[src/rtl/fifo_rd_stream_if.sv]
// Output stream bundle for the FIFO read adapter: valid/ready, data and packet-last flag.
// Latency: none, this is a plain wire bundle.
// Backpressure: the consumer holds m_ready low and the producer keeps m_valid/m_data stable.
interface fifo_rd_stream_if #(
    parameter int BITS = 32
);
    logic            m_valid;
    logic            m_ready;
    logic [BITS-1:0] m_data;
    logic            m_last;

    // Producer side: drives the word, samples the consumer's ready
    modport master (
        output m_valid,
        output m_data,
        output m_last,
        input  m_ready
    );

    // Consumer side: samples the word, drives ready
    modport slave (
        input  m_valid,
        input  m_data,
        input  m_last,
        output m_ready
    );
endinterface

[src/rtl/fifo_rd_stream.sv]
// Converts the async FIFO pop port (1-cycle registered read) into a valid/ready stream with a 2-entry skid buffer.
// Latency: empty falls in cycle N -> pop in N -> capture at end of N+1 -> m_valid in N+2; then 1 word/cycle.
// Backpressure: pops only while buffered + in-flight words stay <= 2, so m_ready low stalls after 2 pops.
// Optional packet framing (m_last every PKT_LEN beats) is built when FIFO_RD_STREAM_LAST_EN is defined.
module fifo_rd_stream #(
    parameter int BITS     = 32,
    parameter int PKT_LEN  = 8,
    parameter int CNT_BITS = 16
) (
    input  logic                rd_clk,
    input  logic                rd_rst_n,
    output logic                fifo_rd_en,
    input  logic [BITS-1:0]     fifo_rd_data,
    input  logic                fifo_rd_empty,
    fifo_rd_stream_if.master    m,
    output logic [CNT_BITS-1:0] beat_cnt
);

    logic [1:0]      occ;       // words held in the buffer (0..2)
    logic            inflight;  // a pop was issued last cycle; its data arrives now
    logic [BITS-1:0] head_q;    // oldest word, presented on m_data
    logic [BITS-1:0] tail_q;    // second word, valid only when occ == 2
    logic            fire;
    logic [2:0]      pending;   // words that will be owned after this cycle's fire

    assign fire      = m.m_valid && m.m_ready;
    assign m.m_valid = (occ != 2'd0);
    assign m.m_data  = head_q;

    // A word leaving this cycle frees a slot for a pop in the same cycle,
    // which is what keeps full throughput at occ == 1 with m_ready high.
    assign pending    = {1'b0, occ} + {2'b0, inflight} - {2'b0, fire};
    assign fifo_rd_en = rd_rst_n && !fifo_rd_empty && (pending < 3'd2);

    // Occupancy bookkeeping: capture adds one, fire removes one
    always_ff @(posedge rd_clk or negedge rd_rst_n) begin
        if (!rd_rst_n) begin
            occ      <= 2'd0;
            inflight <= 1'b0;
        end else begin
            occ      <= occ + {1'b0, inflight} - {1'b0, fire};
            inflight <= fifo_rd_en;
        end
    end

    // Buffer data movement; fifo_rd_data is only looked at when a pop is in flight
    always_ff @(posedge rd_clk or negedge rd_rst_n) begin
        if (!rd_rst_n) begin
            head_q <= '0;
            tail_q <= '0;
        end else if (fire) begin
            if (occ == 2'd2) begin
                head_q <= tail_q;
                if (inflight) begin
                    tail_q <= fifo_rd_data;
                end
            end else if (inflight) begin
                head_q <= fifo_rd_data;
            end
            // occ == 1 with no capture: head keeps its value while m_valid drops
        end else if (inflight) begin
            // occ + inflight <= 2 guarantees occ is 0 or 1 here
            if (occ == 2'd0) begin
                head_q <= fifo_rd_data;
            end else begin
                tail_q <= fifo_rd_data;
            end
        end
    end

    // Saturating count of delivered beats
    always_ff @(posedge rd_clk or negedge rd_rst_n) begin
        if (!rd_rst_n) begin
            beat_cnt <= '0;
        end else if (fire && (beat_cnt != {CNT_BITS{1'b1}})) begin
            beat_cnt <= beat_cnt + 1'b1;
        end
    end

`ifdef FIFO_RD_STREAM_LAST_EN
    localparam int PW = (PKT_LEN > 1) ? $clog2(PKT_LEN) : 1;
    localparam logic [PW-1:0] PKT_MAX = PW'(PKT_LEN - 1);

    logic [PW-1:0] pkt_cnt;

    // Position of the head word within its packet, wrapping after PKT_LEN beats
    always_ff @(posedge rd_clk or negedge rd_rst_n) begin
        if (!rd_rst_n) begin
            pkt_cnt <= '0;
        end else if (fire) begin
            pkt_cnt <= (pkt_cnt == PKT_MAX) ? '0 : pkt_cnt + 1'b1;
        end
    end

    assign m.m_last = m.m_valid && (pkt_cnt == PKT_MAX);
`else
    assign m.m_last = 1'b0;
`endif

endmodule

[src/flat_wrapper.sv]
// flat-port wrapper written by rule: the top's interface ports become plain ports
module fifo_rd_stream_flat 
#(
    parameter int BITS     = 32,
    parameter int PKT_LEN  = 8,
    parameter int CNT_BITS = 16
)
  (rd_clk, rd_rst_n, fifo_rd_en, fifo_rd_data, fifo_rd_empty, beat_cnt, m_m_valid, m_m_data, m_m_last, m_m_ready);
  fifo_rd_stream_if #(.BITS(BITS)) m_i ();
  input  logic rd_clk;
  input  logic rd_rst_n;
  output logic fifo_rd_en;
  input  logic [BITS-1:0] fifo_rd_data;
  input  logic fifo_rd_empty;
  output logic [CNT_BITS-1:0] beat_cnt;
  output wire logic [$bits(m_i.m_valid)-1:0] m_m_valid;
  output wire logic [$bits(m_i.m_data)-1:0] m_m_data;
  output wire logic [$bits(m_i.m_last)-1:0] m_m_last;
  input wire logic [$bits(m_i.m_ready)-1:0] m_m_ready;
  assign m_m_valid = m_i.m_valid;
  assign m_m_data = m_i.m_data;
  assign m_m_last = m_i.m_last;
  assign m_i.m_ready = m_m_ready;
  fifo_rd_stream #(.BITS(BITS), .PKT_LEN(PKT_LEN), .CNT_BITS(CNT_BITS)) u_core (.rd_clk(rd_clk), .rd_rst_n(rd_rst_n), .fifo_rd_en(fifo_rd_en), .fifo_rd_data(fifo_rd_data), .fifo_rd_empty(fifo_rd_empty), .m(m_i), .beat_cnt(beat_cnt));
endmodule
[config.mk]
export PLATFORM = sky130hd
export DESIGN_NAME = fifo_rd_stream_flat
export DESIGN_NICKNAME = d
export VERILOG_FILES = /design/src/rtl/fifo_rd_stream_if.sv /design/src/rtl/fifo_rd_stream.sv /design/src/flat_wrapper.sv
export SDC_FILE = /design/constraint.sdc
export NUM_CORES = 1
export LEC_CHECK = 0
export CAP_MARGIN = 20
export CORE_MARGIN = 5
export CORE_UTILIZATION = 53
export CTS_CLUSTER_SIZE = 16
export DETAILED_ROUTE_END_ITERATION = 16
export PLACE_DENSITY_LB_ADDON = 0.2
export SKIP_LAST_GASP = 1
export SYNTH_ARGS = -nofsm -noshare
export SYNTH_HDL_FRONTEND = slang
export SYNTH_SLANG_ARGS = --single-unit
[constraint.sdc]
create_clock -name rd_clk -period 4.8 [get_ports rd_clk]
set_clock_uncertainty 0.15 [all_clocks]
set_input_delay 0.72 -clock rd_clk [delete_from_list [all_inputs] [get_ports rd_clk]]
set_output_delay 0.72 -clock rd_clk [all_outputs]
set_load 0.01 [all_outputs]
==> results.md, run 1 <==
Run status:
- The run finished with clean final reports.

Power:
- Power spread over the standard cell area amounts to 585 nW/um^2.
- The total leakage power is 2.25 nW.
- IR analysis of the VDD net gives a maximum drop of 372 uV.

Critical path:
- The number of buffers and inverters on the critical path is 2.
- The kind of end point of the critical path is a primary output.
- The depth of the worst register-to-register path is 5.
- The critical path goes through clkdlybuf4s50_1 -> nand3b_1 -> o21ai_0 -> ha_1 -> fa_1 -> nor4b_1 -> clkdlybuf4s50_1.
- The logic depth of the worst setup path including buffers is 7.
- The critical-path cell with the highest stage delay is sky130_fd_sc_hd__clkdlybuf4s50_1.
- The critical path data required time is 3.93 ns.
- The critical path is of the input port to primary output type.
- The maximum cell stage delay along the critical path is 0.61 ns.
- The worst setup path is launched from an input port.
- The signal arrival time at the worst endpoint is 3.23 ns.
- The most numerous cell on the critical path is sky130_fd_sc_hd__clkdlybuf4s50_1.
- In this run the worst path has a maximum fanout of 5.
- In this design, the largest share of critical-path delay is due to buffers and inverters.
- The destination of the worst register-to-register timing path is u_core.m.m_data[22].
- In this run the worst setup path terminates at fifo_rd_en.
- The most critical setup path has its startpoint at m_m_ready.
- In this run the critical register-to-register path is launched from u_core.occ[1].
- The worst reg-to-reg setup slack is 2.39 ns.

Timing:
- The transition time of the tightest slew-check pin is 0.872 ns.
- The final worst slack is 0.704 ns.
- The number of failing setup endpoints in the final timing report is 0.
- After layout, the worst path uses 85.3% of the clock period.
- The fmax is 244 MHz.
- The final sum of negative setup slack is 0 ns.
- The worst max-slew margin expressed relative to the limit is 41.8%.
- Setup repair after global routing left no endpoint under its margin.
- For the finished layout, the period the worst path requires is 4.10 ns.
- The number of hold-slack violations in the final timing report came to 0.
- The count of final max-slew check failures is 0.
- Across all hold checks on the routed design, the worst slack comes to 0.123 ns.

Synth:
- The number of different library cells in the post-synthesis netlist is 36.
- The synthesized design devotes to its leading area cell type 57.1% of total area.
- After synthesis the cells add up to 3640 um^2.
- In this run, synthesis inferred 0 flip-flops with an integrated enable.
- The biggest area contributor in the post-synthesis netlist is sky130_fd_sc_hd__dfrtp_1.
- The most common cell in the netlist is sky130_fd_sc_hd__dfrtp_1.
- The commonest register cell after synthesis is sky130_fd_sc_hd__dfrtp_1.
- In the synthesized netlist, the cells that appear most often are sky130_fd_sc_hd__dfrtp_1, sky130_fd_sc_hd__nand2_1, sky130_fd_sc_hd__mux2i_1.
- When the netlist entered floorplanning its net count stood at 333.
- Ranked by total cell area, the synthesized netlist is headed by sky130_fd_sc_hd__dfrtp_1, sky130_fd_sc_hd__mux2i_1, sky130_fd_sc_hd__mux2_2, sky130_fd_sc_hd__o21ai_0, sky130_fd_sc_hd__nand2_1.
- In the synthesized netlist the async set-or-reset flop fraction comes to 100%.
- The yosys synthesis warning count is 0.
- The synthesis-stage register bit count is 83.
- The number of instances in the synthesized netlist is 294.
- The sequential area share after synthesis is 57.1%.
- The per-instance average area after synthesis is 12.4 um^2.

Detailed routing:
- The final route contains 2503 vias.
- The via density per instance is 5.42.
- The final antenna-violating net count is 0.
- Summed over all layers, the routed wires come to 7.38 mm.
- The number of design rule violations left after detail routing is 0.
- Before antenna repair, the detailed router went through 4 iterations.
- In this run, the number of DRC markers left after iteration 0 of detailed routing was 84.
- In the final routed layout, each cell accounts on average for 16.0 um.

Global route:
- The number of global-route vias before repair was 2552.
- Global routing consumed, over all layers together, 18.4% of the routing resources.
- For met3 alone, demand over resource in global routing was 4.96%.
- The pin count of the biggest net entering global routing is 65.
- Summed over all layers, the global routing overflow is 0.
- The first-pass GRT wire length is 12.5 mm.
- Global routing consumed, on the met1 layer, 24.3% of the routing resources.
- The met2 capacity usage during global routing is 29.2%.
- The most heavily used metal layer in global routing is met2.
- The initial antenna violation count was 0.

Floorplanning:
- For this configuration, the core starts out at a cell density of 54.1%.
- The number of placed I/O pins is 87.
- The die area is 8620 um^2.
- The vertical extent of the die is 92.8 um.
- The total number of placement rows is 30.
- The horizontal die dimension is 92.8 um.
- The floorplan core area is 6720 um^2.

CTS:
- The clock root buffer master is sky130_fd_sc_hd__clkbuf_8.
- The number of buffers inserted by hold repair at cts is 0.
- In this run the number of H-tree levels came out at 3.
- The number of buffers created by CTS is 9.
- The clock passes through at most 2 buffers.
- Once the clock tree was built, the resizer swapped 0 gates to a different size.
- Clock-pin slew was measured on the worst setup and hold paths at 0.08 ns.
- TritonCTS built the clock tree.
- The total clock sinks is 83.
- Buffers added to address setup during post-CTS repair amount to 0.
- The later pin in the worst-skew pair is clocked with a latency of 0.34 ns.

Finish:
- The antenna diode count is 0.
- The synthesis-to-finish area growth is 31.2%.
- The number of fill cells in the layout is 524.
- Of the cells placed in the final design, the portion with a size suffix greater than 1 is 13.4%.
- At the end of the flow, the number of nets in the layout was 418.

Placement:
- The number of buffers inserted by port buffering is 85.
- The wire-length estimate of the detail-placed layout is 4.98 mm.
- Routability-driven placement finished with a final weighted congestion of 0.786.
- At the placement stage, the worst setup path has a slack of 0.699 ns.

Run:
- The max-capacitance violation count is 0.

Hold path:
- The path class of the tightest hold or removal check is input port to asynchronous set/reset pin.
==> cell type report <==
| class | instances | area, um^2 | share of cell area (%) |
|---|---|---|---|
| well taps | 80 | 100 | 2.10 |
| inverters | 2 | 7.51 | 0.157 |
| clock inverters | 5 | 104 | 2.18 |
| repair buffers | 88 | 871 | 18.2 |
| flip-flops and latches | 83 | 2080 | 43.5 |
| multi-input cells | 195 | 1490 | 31.2 |
| clock buffers | 9 | 124 | 2.60 |
==> metrics by stage <==
step | total power [W] | area [um^2] | util (%) | cells
2_1_floorplan | 0.00176 | 3640 | - | 294
3_3_place_gp | 0.00220 | 4540 | 67.6 | 448
3_5_place_dp | 0.00225 | 4540 | 67.6 | 448
4_1_cts | 0.00283 | 4770 | 71.0 | 462
5_1_grt | 0.00299 | 4770 | 71.0 | 462
6_report | 0.00279 | 4770 | 71.0 | 462
==> layout by cell type (no fill, tap or decap), drive strengths merged, types with 5 or more instances in the layout <==
master	instances
mux2i	32
xnor2	10
nand2	36
dfrtp	83
xor2	5
nand3	8
mux2	33
clkbuf	9
clkdlybuf4s50	84
o21ai	35
nand4	7
==> cells by family (layout without fill, tap and decap cells) <==
kind of cell             after synthesis  count (layout)  share of synthesized area [%]
flip-flops                            83              83                           57.1
AND/OR/NAND/NOR                       72              72                           10.6
multiplexers                          65              65                           19.1
AO/OA/AOI/OAI                         39              39                           5.88
buffers and inverters                 16             104                           2.27
XOR/XNOR                              15              15                           3.61
adder cells (fa/ha/maj)                3               3                           1.24
other                                  1               1                          0.103
==> flip-flops by register name, indices dropped and copies added, names as in the netlist <==
signal,count
u_core.occ,2
u_core.beat_cnt,16
u_core.tail_q,32
u_core.m.m_data,32
u_core.inflight,1
==> power by group <==
part / internal [W] / switching [W] / total (W)
combinational: 0.000579 / 0.000460 / 0.00104
sequential: 0.000993 / 0.000185 / 0.00118
clock: 0.000340 / 0.000234 / 0.000574
==> worst min-delay path by stage <==
stage                       start            endpoint  slack (ns)
2_1_floorplan            rd_rst_n  u_core.beat_cnt[0]        0.27
3_5_place_dp   u_core.m.m_data[3]  u_core.m.m_data[3]        0.32
4_1_cts                  rd_rst_n   u_core.tail_q[15]        0.12
6_report                 rd_rst_n   u_core.tail_q[15]        0.12
3_3_place_gp   u_core.m.m_data[5]  u_core.m.m_data[5]        0.31
5_1_grt                  rd_rst_n   u_core.tail_q[15]        0.12
==> per-layer routing <==
| layer | up-vias | share of wire [%] |
|---|---|---|
| met3 | 7 | 5.9 |
| met5 | - | 0 |
| met1 | 1229 | 45 |
| met4 | 0 | 1.2 |
| li1 | 1203 | - |
| met2 | 64 | 48 |
Power figures use the tool's default switching activity.
==> inputs of run 2 (changes only) <==
==> constraint.sdc (replaced) <==
create_clock -name rd_clk -period 4.8 [get_ports rd_clk]
set_clock_uncertainty 0.15 [all_clocks]
set_input_delay 0.72 -clock rd_clk [delete_from_list [all_inputs] [get_ports rd_clk]]
set_output_delay 0.72 -clock rd_clk [all_outputs]
set_load 0.005 [all_outputs]
==> run 2 against run 1 <==
Against the previous run: setup slack better by 0.10 ns; clock power down 27%; hold slack worse by 0.018 ns; cell count decreased by 0.22%; first-iteration DRC count shrank 3.6%; via count about the same; cell area decreased by 1.5%; largest power group unchanged.
==> results.md, run 2 (same netlist as run 1, synthesis figures left out) <==
Global route:
- The most heavily used metal layer in global routing is met2 (unchanged).
- The total grt overflow is 0 (unchanged).
- The global routing met1 resource utilization is 24.3% (about the same).
- The met3 global-route usage is 5.69% (was 4.96%).
- The met2 capacity usage during global routing is 28.5% (was 29.2%).
- The first-pass GRT wire length was 12.3 mm (was 12.5 mm).
- The number of global-route vias before repair is 2510 (was 2552).
- The initial antenna violation count is 0 (unchanged).
- The global routing usage summed across all routing layers is 18.3% (was 18.4%).
- The pin count of the biggest net entering global routing is 65 (unchanged).

Finish:
- Most used cells in the layout excluding fill and tap cells: sky130_fd_sc_hd__clkdlybuf4s50_1, sky130_fd_sc_hd__dfrtp_1, sky130_fd_sc_hd__nand2_1 (unchanged).
- The number of fill cells in the layout is 529 (was 524).
- The layout cell share with drive strength beyond 1 is 13.1% (was 13.4%).
- The count of nets after finishing is 418 (unchanged).
- The final standard cell utilization of the core is 69.9% (was 71.0%).
- The most frequent standard cell in the layout excluding fill and tap cells was sky130_fd_sc_hd__clkdlybuf4s50_1 (unchanged).
- The antenna diode count is 0 (unchanged).
- The synthesis-to-finish area growth is 29.2% (was 31.2%).
- The area of combinational cells with multiple inputs came to 1490 um^2 (unchanged).
- The sequential standard cell area was 2080 um^2 (unchanged).

Timing:
- The transition time of the tightest slew-check pin is 0.922 ns (was 0.872 ns).
- The fmax is 250 MHz (was 244 MHz).
- The number of failing setup endpoints in the final timing report is 0 (unchanged).
- The final sum of negative setup slack is 0 ns (unchanged).
- Setup repair after global routing missed its margin: false (unchanged).
- The count of final max-slew check failures came to 0 (unchanged).
- The share of the clock period used by the worst path is 83.3% (was 85.3%).
- The post-route minimum period is 4.00 ns (was 4.10 ns).
- The number of hold-slack violations in the final timing report is 0 (unchanged).
- The worst max-slew margin expressed relative to the limit is 38.5% (was 41.8%).

Detailed routing:
- The number of design rule violations left after detail routing came to 0 (unchanged).
- The final antenna-violating net count came to 0 (unchanged).
- The via density per instance came to 5.43 (was 5.42).
- The via count was 2504 (was 2503).
- The average wire per standard cell is 16.0 um (about the same).
- The total iterations of the first detailed-routing run is 4 (unchanged).
- The number of design-rule violations left by the first detailed-router iteration is 81 (was 84).
- The wire length after detailed routing is 7.39 mm (was 7.38 mm).

CTS:
- The maximum buffer depth of the clock tree is 2 (unchanged).
- The number of buffers inserted by hold repair at cts is 0 (unchanged).
- The number of instances resized during post-cts repair is 0 (unchanged).
- The CTS tree is built (unchanged).
- The maximum level of the CTS H-tree is 3 (unchanged).
- The number of setup buffers added after CTS is 0 (unchanged).
- The clock root buffer master is sky130_fd_sc_hd__clkbuf_8 (unchanged).
- The number of buffers created by CTS is 9 (unchanged).
- The total clock sinks was 83 (unchanged).
- The clock latency at the later pin of the worst-skew pair came to 0.35 ns (was 0.34 ns).
- The clock input transition at the sequential cells of the worst setup and hold paths is 0.08 ns (about the same).

Critical path:
- The maximum cell stage delay along the critical path came to 0.58 ns (was 0.61 ns).
- Critical-path cell list: clkdlybuf4s50_1 -> nand3b_1 -> o21ai_0 -> ha_1 -> fa_1 -> nor4b_1 -> clkdlybuf4s50_1 (unchanged).
- The critical-path cell with the highest stage delay is sky130_fd_sc_hd__clkdlybuf4s50_1 (unchanged).
- The largest fanout on the critical path is 5 (unchanged).
- The signal arrival time at the worst endpoint is 3.13 ns (was 3.23 ns).
- The element type at the critical path start is an input port (unchanged).
- The kind of cell adding the most delay to the critical path was buffers and inverters (unchanged).
- The critical path data required time came to 3.93 ns (about the same).
- The kind of end point of the critical path was a primary output (unchanged).
- The number of buffers and inverters on the critical path was 2 (unchanged).
- The most numerous cell on the critical path is sky130_fd_sc_hd__clkdlybuf4s50_1 (unchanged).
- The kind of critical path is input port to primary output (unchanged).

Floorplanning:
- The horizontal die dimension is 92.8 um (unchanged).
- The vertical extent of the die is 92.8 um (unchanged).
- The initial core utilization is 54.1% (unchanged).
- The floorplan core area is 6720 um^2 (unchanged).
- The die area is 8620 um^2 (unchanged).
- The total number of placement rows came to 30 (unchanged).
- The number of placed I/O pins is 87 (unchanged).

Run:
- The max-capacitance violation count is 0 (unchanged).

Run status:
- Status: completed (unchanged).

Placement:
- The weighted congestion at the end of routability-driven global placement came to 0.785 (was 0.786).
- The half-perimeter wire length after detailed placement was 5.10 mm (was 4.98 mm).
- The number of buffers inserted by port buffering is 85 (unchanged).

Power:
- The switching part of the total power was 31.6% (was 31.5%).
- The fraction of power consumed by combinational cells was 37.9% (was 37.2%).
- The worst supply voltage drop on vdd is 506 uV (was 372 uV).
- The total leakage power is 2.22 nW (was 2.25 nW).
- The cell-internal power is 0.00176 W (was 0.00191 W).
- The portion of total power attributed to sequential cells is 45.8% (was 42.2%).
- The power density relative to cell area is 548 nW/um^2 (was 585 nW/um^2).
- The switching power is 0.000814 W (was 0.000880 W).
- The clock network fraction of total power is 16.3% (was 20.6%).

Hold path:
- The worst min-delay path class is input port to asynchronous set/reset pin (unchanged).
[run 2: worst paths after layout]
check	start	end	slack, ns	depth (start not counted)
worst max register to register	u_core.occ[1]	u_core.m.m_data[15]	2.41	5
min in group rd_clk	u_core.m.m_data[5]	u_core.m.m_data[5]	0.33	2
worst max-delay path	m_m_ready	fifo_rd_en	0.80	7
worst min-delay path	rd_rst_n	u_core.m.m_data[15]	0.10	1
worst min register to register	u_core.m.m_data[5]	u_core.m.m_data[5]	0.33	2
max in group asynchronous	rd_rst_n	u_core.beat_cnt[11]	3.31	2
[run 2: power by group through the flow]
stage,clock (W),combinational (W),sequential [W]
6_report,0.000421,0.000976,0.00118
5_1_grt,0.000467,0.00109,0.00122
4_1_cts,0.000434,0.000998,0.00118
3_5_place_dp,0,0.000997,0.00119
3_3_place_gp,0,0.000963,0.00117
2_1_floorplan,0,0.000534,0.00117
[run 2: per-stage QoR]
step / power (W) / worst slack (ns) / instances / area [um^2] / hold WS, ns
6_report: 0.00258 / 0.804 / 461 / 4700 / 0.104
5_1_grt: 0.00277 / 0.527 / 461 / 4700 / 0.108
4_1_cts: 0.00261 / 0.772 / 461 / 4700 / 0.108
3_5_place_dp: 0.00219 / 0.802 / 448 / 4540 / 0.319
3_3_place_gp: 0.00214 / 0.868 / 448 / 4540 / 0.310
2_1_floorplan: 0.00170 / 1.57 / 294 / 3640 / 0.274
[run 2: final cells by class]
class,instances,area share (%)
multi-input cells,195,31.7
repair buffers,88,18.5
well taps,80,2.13
clock inverters,3,0.373
flip-flops and latches,83,44.2
clock buffers,10,2.93
inverters,2,0.160
[run 2: routing by layer]
layer / up-vias / routed length [um] / part of all wire, %
li1: 1211 / - / -
met1: 1215 / 3350 / 45
met5: - / 0 / 0
met3: 7 / 469 / 6.3
met2: 71 / 3480 / 47
met4: 0 / 89 / 1.2
